--- config.mk ---
export PLATFORM = sky130hd
export DESIGN_NAME = spi_controller
export DESIGN_NICKNAME = d
export VERILOG_FILES = /design/src/rtl/spi_controller.sv
export SDC_FILE = /design/constraint.sdc
export NUM_CORES = 1
export LEC_CHECK = 0
export BUFFER_PORTS_ARGS = -buffer_cell sky130_fd_sc_hd__buf_4
export CAP_MARGIN = 40
export CORE_MARGIN = 2
export CORE_UTILIZATION = 61
export CTS_BUF_LIST = sky130_fd_sc_hd__clkbuf_2 sky130_fd_sc_hd__clkbuf_4 sky130_fd_sc_hd__clkbuf_8
export DETAILED_ROUTE_END_ITERATION = 6
export HOLD_SLACK_MARGIN = 0.03
export PLACE_DENSITY = 0.84
export SYNTH_ARGS = -nofsm -noshare
export SYNTH_HDL_FRONTEND = slang
export SYNTH_SLANG_ARGS = --single-unit
--- constraint.sdc ---
create_clock -name clk -period 4.2 [get_ports clk]
set_input_delay 1.26 -clock clk [delete_from_list [all_inputs] [get_ports clk]]
set_output_delay 1.26 -clock clk [all_outputs]
set_load 0.01 [all_outputs]
--- src/rtl/spi_controller.sv ---
`default_nettype none
// ============================================================================
//  Module      : spi_controller
//  Description : Mode-0 SPI master issuing 16-bit frames
//                {write, addr[6:0], wdata[7:0]} MSB first. The final receive
//                byte of each frame is presented on rd_data with a done pulse.
//  Revision    : 1.0 - initial release
// ============================================================================
module spi_controller #(
    parameter int CLK_DIV  = 4,
    parameter int CS_SETUP = 2,
    parameter int CS_HOLD  = 2,
    parameter int IDLE_GAP = 2
) (
    input  logic       clk,
    input  logic       rst_n,
    input  logic       req_valid,
    output logic       req_ready,
    input  logic       req_write,
    input  logic [6:0] req_addr,
    input  logic [7:0] req_wdata,
    input  logic       CIPO,
    output logic       SCLK,
    output logic       COPI,
    output logic       nCS,
    output logic       busy,
    output logic       done,
    output logic [7:0] rd_data
);

    // Half-period counter sized to hold CLK_DIV.
    localparam int                 c_DIV_W      = $clog2(CLK_DIV + 1);
    localparam logic [c_DIV_W-1:0] c_DIV_LAST   = c_DIV_W'(CLK_DIV - 1);
    localparam logic [c_DIV_W-1:0] c_DIV_ONE    = c_DIV_W'(1);
    localparam logic [3:0]         c_SETUP_LAST = 4'(CS_SETUP - 1);
    localparam logic [3:0]         c_HOLD_LAST  = 4'(CS_HOLD - 1);
    localparam logic [3:0]         c_GAP_LAST   = 4'(IDLE_GAP - 1);
    localparam logic [4:0]         c_LAST_BIT   = 5'd15;

    typedef enum logic [2:0] {
        S_IDLE  = 3'd0,
        S_SETUP = 3'd1,
        S_SHIFT = 3'd2,
        S_HOLD  = 3'd3,
        S_GAP   = 3'd4
    } state_t;

    state_t               r_state;
    logic                 r_ready;
    logic                 r_busy;
    logic                 r_done;
    logic                 r_ncs;
    logic                 r_sclk;
    logic [15:0]          r_tx;
    logic [15:0]          r_rx;
    logic [7:0]           r_rd_data;
    logic [c_DIV_W-1:0]   r_div;
    logic [4:0]           r_bit;
    logic [3:0]           r_cnt;

    // The upper receive byte echoes the command phase; only the data byte
    // is exported, so its top bit is intentionally left unread.
    logic                 w_rx_unused;
    assign w_rx_unused = r_rx[15];

    // Frame sequencer: all SPI pins and handshake outputs are registered here.
    // COPI is taken straight from the top of the transmit shifter, which is
    // cleared whenever nCS is high so COPI idles low.
    always_ff @(posedge clk) begin
        if (!rst_n) begin
            r_state   <= S_IDLE;
            r_ready   <= 1'b1;
            r_busy    <= 1'b0;
            r_done    <= 1'b0;
            r_ncs     <= 1'b1;
            r_sclk    <= 1'b0;
            r_tx      <= 16'h0000;
            r_rx      <= 16'h0000;
            r_rd_data <= 8'h00;
            r_div     <= '0;
            r_bit     <= 5'd0;
            r_cnt     <= 4'd0;
        end else begin
            r_done <= 1'b0;
            case (r_state)
                S_IDLE: begin
                    if (req_valid && r_ready) begin
                        r_tx    <= {req_write, req_addr, req_wdata};
                        r_rx    <= 16'h0000;
                        r_ncs   <= 1'b0;
                        r_ready <= 1'b0;
                        r_busy  <= 1'b1;
                        r_cnt   <= 4'd0;
                        r_state <= S_SETUP;
                    end
                end
                S_SETUP: begin
                    if (r_cnt == c_SETUP_LAST) begin
                        r_cnt   <= 4'd0;
                        r_div   <= '0;
                        r_bit   <= 5'd0;
                        r_state <= S_SHIFT;
                    end else begin
                        r_cnt <= r_cnt + 4'd1;
                    end
                end
                S_SHIFT: begin
                    if (r_div == c_DIV_LAST) begin
                        r_div <= '0;
                        if (!r_sclk) begin
                            // Rising edge: capture the peripheral bit.
                            r_sclk <= 1'b1;
                            r_rx   <= {r_rx[14:0], CIPO};
                        end else begin
                            // Falling edge: present the next lower bit.
                            r_sclk <= 1'b0;
                            r_tx   <= {r_tx[14:0], 1'b0};
                            if (r_bit == c_LAST_BIT) begin
                                r_bit   <= 5'd0;
                                r_cnt   <= 4'd0;
                                r_state <= S_HOLD;
                            end else begin
                                r_bit <= r_bit + 5'd1;
                            end
                        end
                    end else begin
                        r_div <= r_div + c_DIV_ONE;
                    end
                end
                S_HOLD: begin
                    if (r_cnt == c_HOLD_LAST) begin
                        r_cnt     <= 4'd0;
                        r_ncs     <= 1'b1;
                        r_tx      <= 16'h0000;
                        r_rd_data <= r_rx[7:0];
                        r_done    <= 1'b1;
                        r_state   <= S_GAP;
                    end else begin
                        r_cnt <= r_cnt + 4'd1;
                    end
                end
                S_GAP: begin
                    if (r_cnt == c_GAP_LAST) begin
                        r_cnt   <= 4'd0;
                        r_ready <= 1'b1;
                        r_busy  <= 1'b0;
                        r_state <= S_IDLE;
                    end else begin
                        r_cnt <= r_cnt + 4'd1;
                    end
                end
                default: begin
                    r_state <= S_IDLE;
                    r_ready <= 1'b1;
                    r_busy  <= 1'b0;
                    r_ncs   <= 1'b1;
                    r_sclk  <= 1'b0;
                    r_tx    <= 16'h0000;
                    r_cnt   <= 4'd0;
                end
            endcase
        end
    end

    assign req_ready = r_ready;
    assign busy      = r_busy;
    assign done      = r_done;
    assign nCS       = r_ncs;
    assign SCLK      = r_sclk;
    assign COPI      = r_tx[15];
    assign rd_data   = r_rd_data;

endmodule
`default_nettype wire
==> results.md <==
- Status: completed
- Syn_area_per_cell: between 9 and 10 um^2
- DRT iter0 DRCs: 172
- Clock buffer count from CTS: 5
- Drt total wl: 4.79 mm
- Mux share of post-synthesis cell area: 0.197
- Antenna violations before repair: 0
- Cell family with most CP delay: buffers and inverters
- Leak: 0.00116 uW
- Area Growth Syn to Fin: 15.7%
- Fin Setup TNS: 0 ns
- Worst Setup End Kind: flip-flop
- Vias in the first global route: 1831
- Mapped Cells: 268
- Most numerous cell in the Yosys netlist: nand2_1
- Worst hold-check path type: reg -> reg
- Cts hold-fix bufs: 0
- RSZ-0062 raised after global routing: no
- Max-slew violations: 0
- Simple-gate portion of the synthesized area: 0.223
- Synthesized-area fraction occupied by adder cells: 0.0206
- Final worst path period share: 0.614
- Gr usage total: 0.234
- Post-CTS Resized: 0
- Die Y: 67.1 um
- CP bufs+invs: 3
- Post-route minimum period: ~2.6 ns
- Startpoint type of the worst setup path: input port
- CTS tree: done
- Max-cap violations: 0
- Hold path start: r_tx[11]
- Placeable Area: 0.00374 mm^2
- Number of buffers added on ports: 33
- Via count: between 1500 and 2000
- Synth Area in Compound Gates: 0.0942
- GP Congestion: about 0.8
- Share of flip-flops with an asynchronous set or reset: 0
- Root buffer cell: clkbuf_8
- Post-Syn Area: 0.00243 mm^2
- Post-DRT Antenna Nets: 0
- Layout Nets: 320
- Ys Warns: 0
- Die ar.: 0.00451 mm^2
- Crit Path Class: in -> reg
- H-tree depth: 2
- WP data required: 4.44 ns
- Worst EP arrival: 2.82 ns
- Num ports: 34
- Worst slew pin tran: 0.536 ns
- Max VDD drop: between 0.3 and 0.4 mV
- Slowest Stage Delay on Critical Path: 0.44 ns
- Most frequent CP cell: buf_4
- Register area share after synthesis: 0.428
- Commonest cells in the synthesized netlist: nand2_1 (60), dfxtp_1 (52), mux2i_1 (31)
- Pre-Repair DR Iteration Count: 4
- Clock slew at reported path FFs: around 0.09 ns
- Synth Area in XOR/XNOR: 0
- Die Wd: between 60 and 70 um
- Fmax: 388 MHz
- Post-synth top flop: dfxtp_1
- Post CTS Setup Buffer Count: 0
- Yosys top cell by area: dfxtp_1
- CP startpoint: rst_n
- Starting Density: 0.649
- # rows: 22
- Worst-Skew Late Latency: 0.31 ns
- Clock buffer depth: 2
- N_diodes: 0
- Drt drc: 0
- Largest family of logic cells by synthesized area: simple AND/OR/NAND/NOR gates
- Pin count of the biggest net entering global routing: 38
- Grt total ovfl: 0
- Final Hold Fails: 0
- Number of synthesized flops with an enable pin: 0
- Post-Syn Nets: approximately 290
- Critical Path, Cell by Cell: buf_4 > inv_1 > buf_4 > nor2_1 > nand2_1 > mux2i_1
- Hpwl dp: ~3.3 mm
- Clk sink count: 52
- Reg2reg start: r_state[1]
- Top cells by area, synth: dfxtp_1 (43%), mux2i_1 (13%), nand2_1 (9.3%), mux2_2 (6.9%), a21oi_1 (2.7%)
- Skew final: around 0.0045 ns
- Slowest cell on crit path: nor2_1
- Pwr dens: 353 mW/mm^2
- Drt via density: 5.75
- Worst-path fanout max: 37
- Count of final setup violators: 0
- Synth top area share: 0.428
- First-pass GRT wire length: 8.05 mm
- WHS: 0.460 ns
- Rel. slew slack: 0.642
- Wire per inst: 13.9 um
- Synth cell types: 47
- Synth Register Bits: 52
- Share of layout cells above drive strength 1: 0.229
## metal layers
metal  track usage  vias to the layer above  share of wire
met4        0.0918                        0          0.017
met3        0.0450                        7          0.041
met2         0.375                       55           0.47
met1         0.312                      935           0.48
li1              -                      986              -
met5             0                        -              0
## cells in the final DEF (no fill, tap or decap), types with 2 or more instances in the layout
cell type and n:
ha_1 4, a31oi_1 3, buf_4 35, mux2_2 15, nand2_1 60, o21ai_0 7, a21oi_1 13, nor2_1 16
dfxtp_1 52, o22ai_1 2, mux2i_1 31, inv_1 6, clkbuf_8 5, nand2b_1 5, nor4_1 2, nand3b_1 2
or3b_2 2, nand3_1 5
## worst reg2reg max path, stage by stage (launching register included)
cell and delay, ns:
dfxtp_1 0.51, or3b_1 0.56, o32a_2 0.30, or4b_1 0.49
a21oi_1 0.16
## registers in the layout, summed over array words and instances (netlist names)
register,cells
rd_data,8
r_bit,5
req_ready,1
busy,1
SCLK,1
done,1
r_cnt,4
r_tx,16
r_rx,8
r_div,3
r_state,3
nCS,1
## path summary, 6_finish.rpt
| kind | to | slack (ns) | cells after the start |
|---|---|---|---|
| worst max register to register | r_bit[1] | 2.13 | 4 |
| worst max-delay path | r_rx[0] | 1.62 | 6 |
| worst min register to register | r_tx[11] | 0.46 | 2 |
| worst min-delay path | r_tx[11] | 0.46 | 2 |
## cell families after synthesis
logic type,count (synthesis)
DFF,52
and+or+nand+nor,109
buffers and inverters,21
adders and majority gates,4
AOI/OAI and AO/OA,36
muxes,46
## area by class of cell
type | count | area [um^2]
clock buffer | 5 | 68.8
sequential | 52 | 1040
inverter | 6 | 22.5
timing repair buffer | 36 | 278
fill | 273 | 931
tap | 48 | 60.1
multi-input combinational | 195 | 1300
clock inverter | 3 | 42.5
## report_power, final
group | switching (uW) | internal [uW]
clock | 163 | 176
sequential | 14.5 | 511
combinational | 67.1 | 62.7
## stage by stage
stage               setup slack, ns  cells  power (uW)   util  instance area (um^2)
finish                         1.62    345         994  0.751                  2810
global route                   1.45    345        1030  0.751                  2810
CTS                            1.65    345        1000  0.751                  2810
detailed placement             1.34    337         665  0.722                  2700
global placement               1.42    336         661  0.718                  2690
floorplan                      1.80    268         625      -                  2430
(Power assumes the default switching activity.)
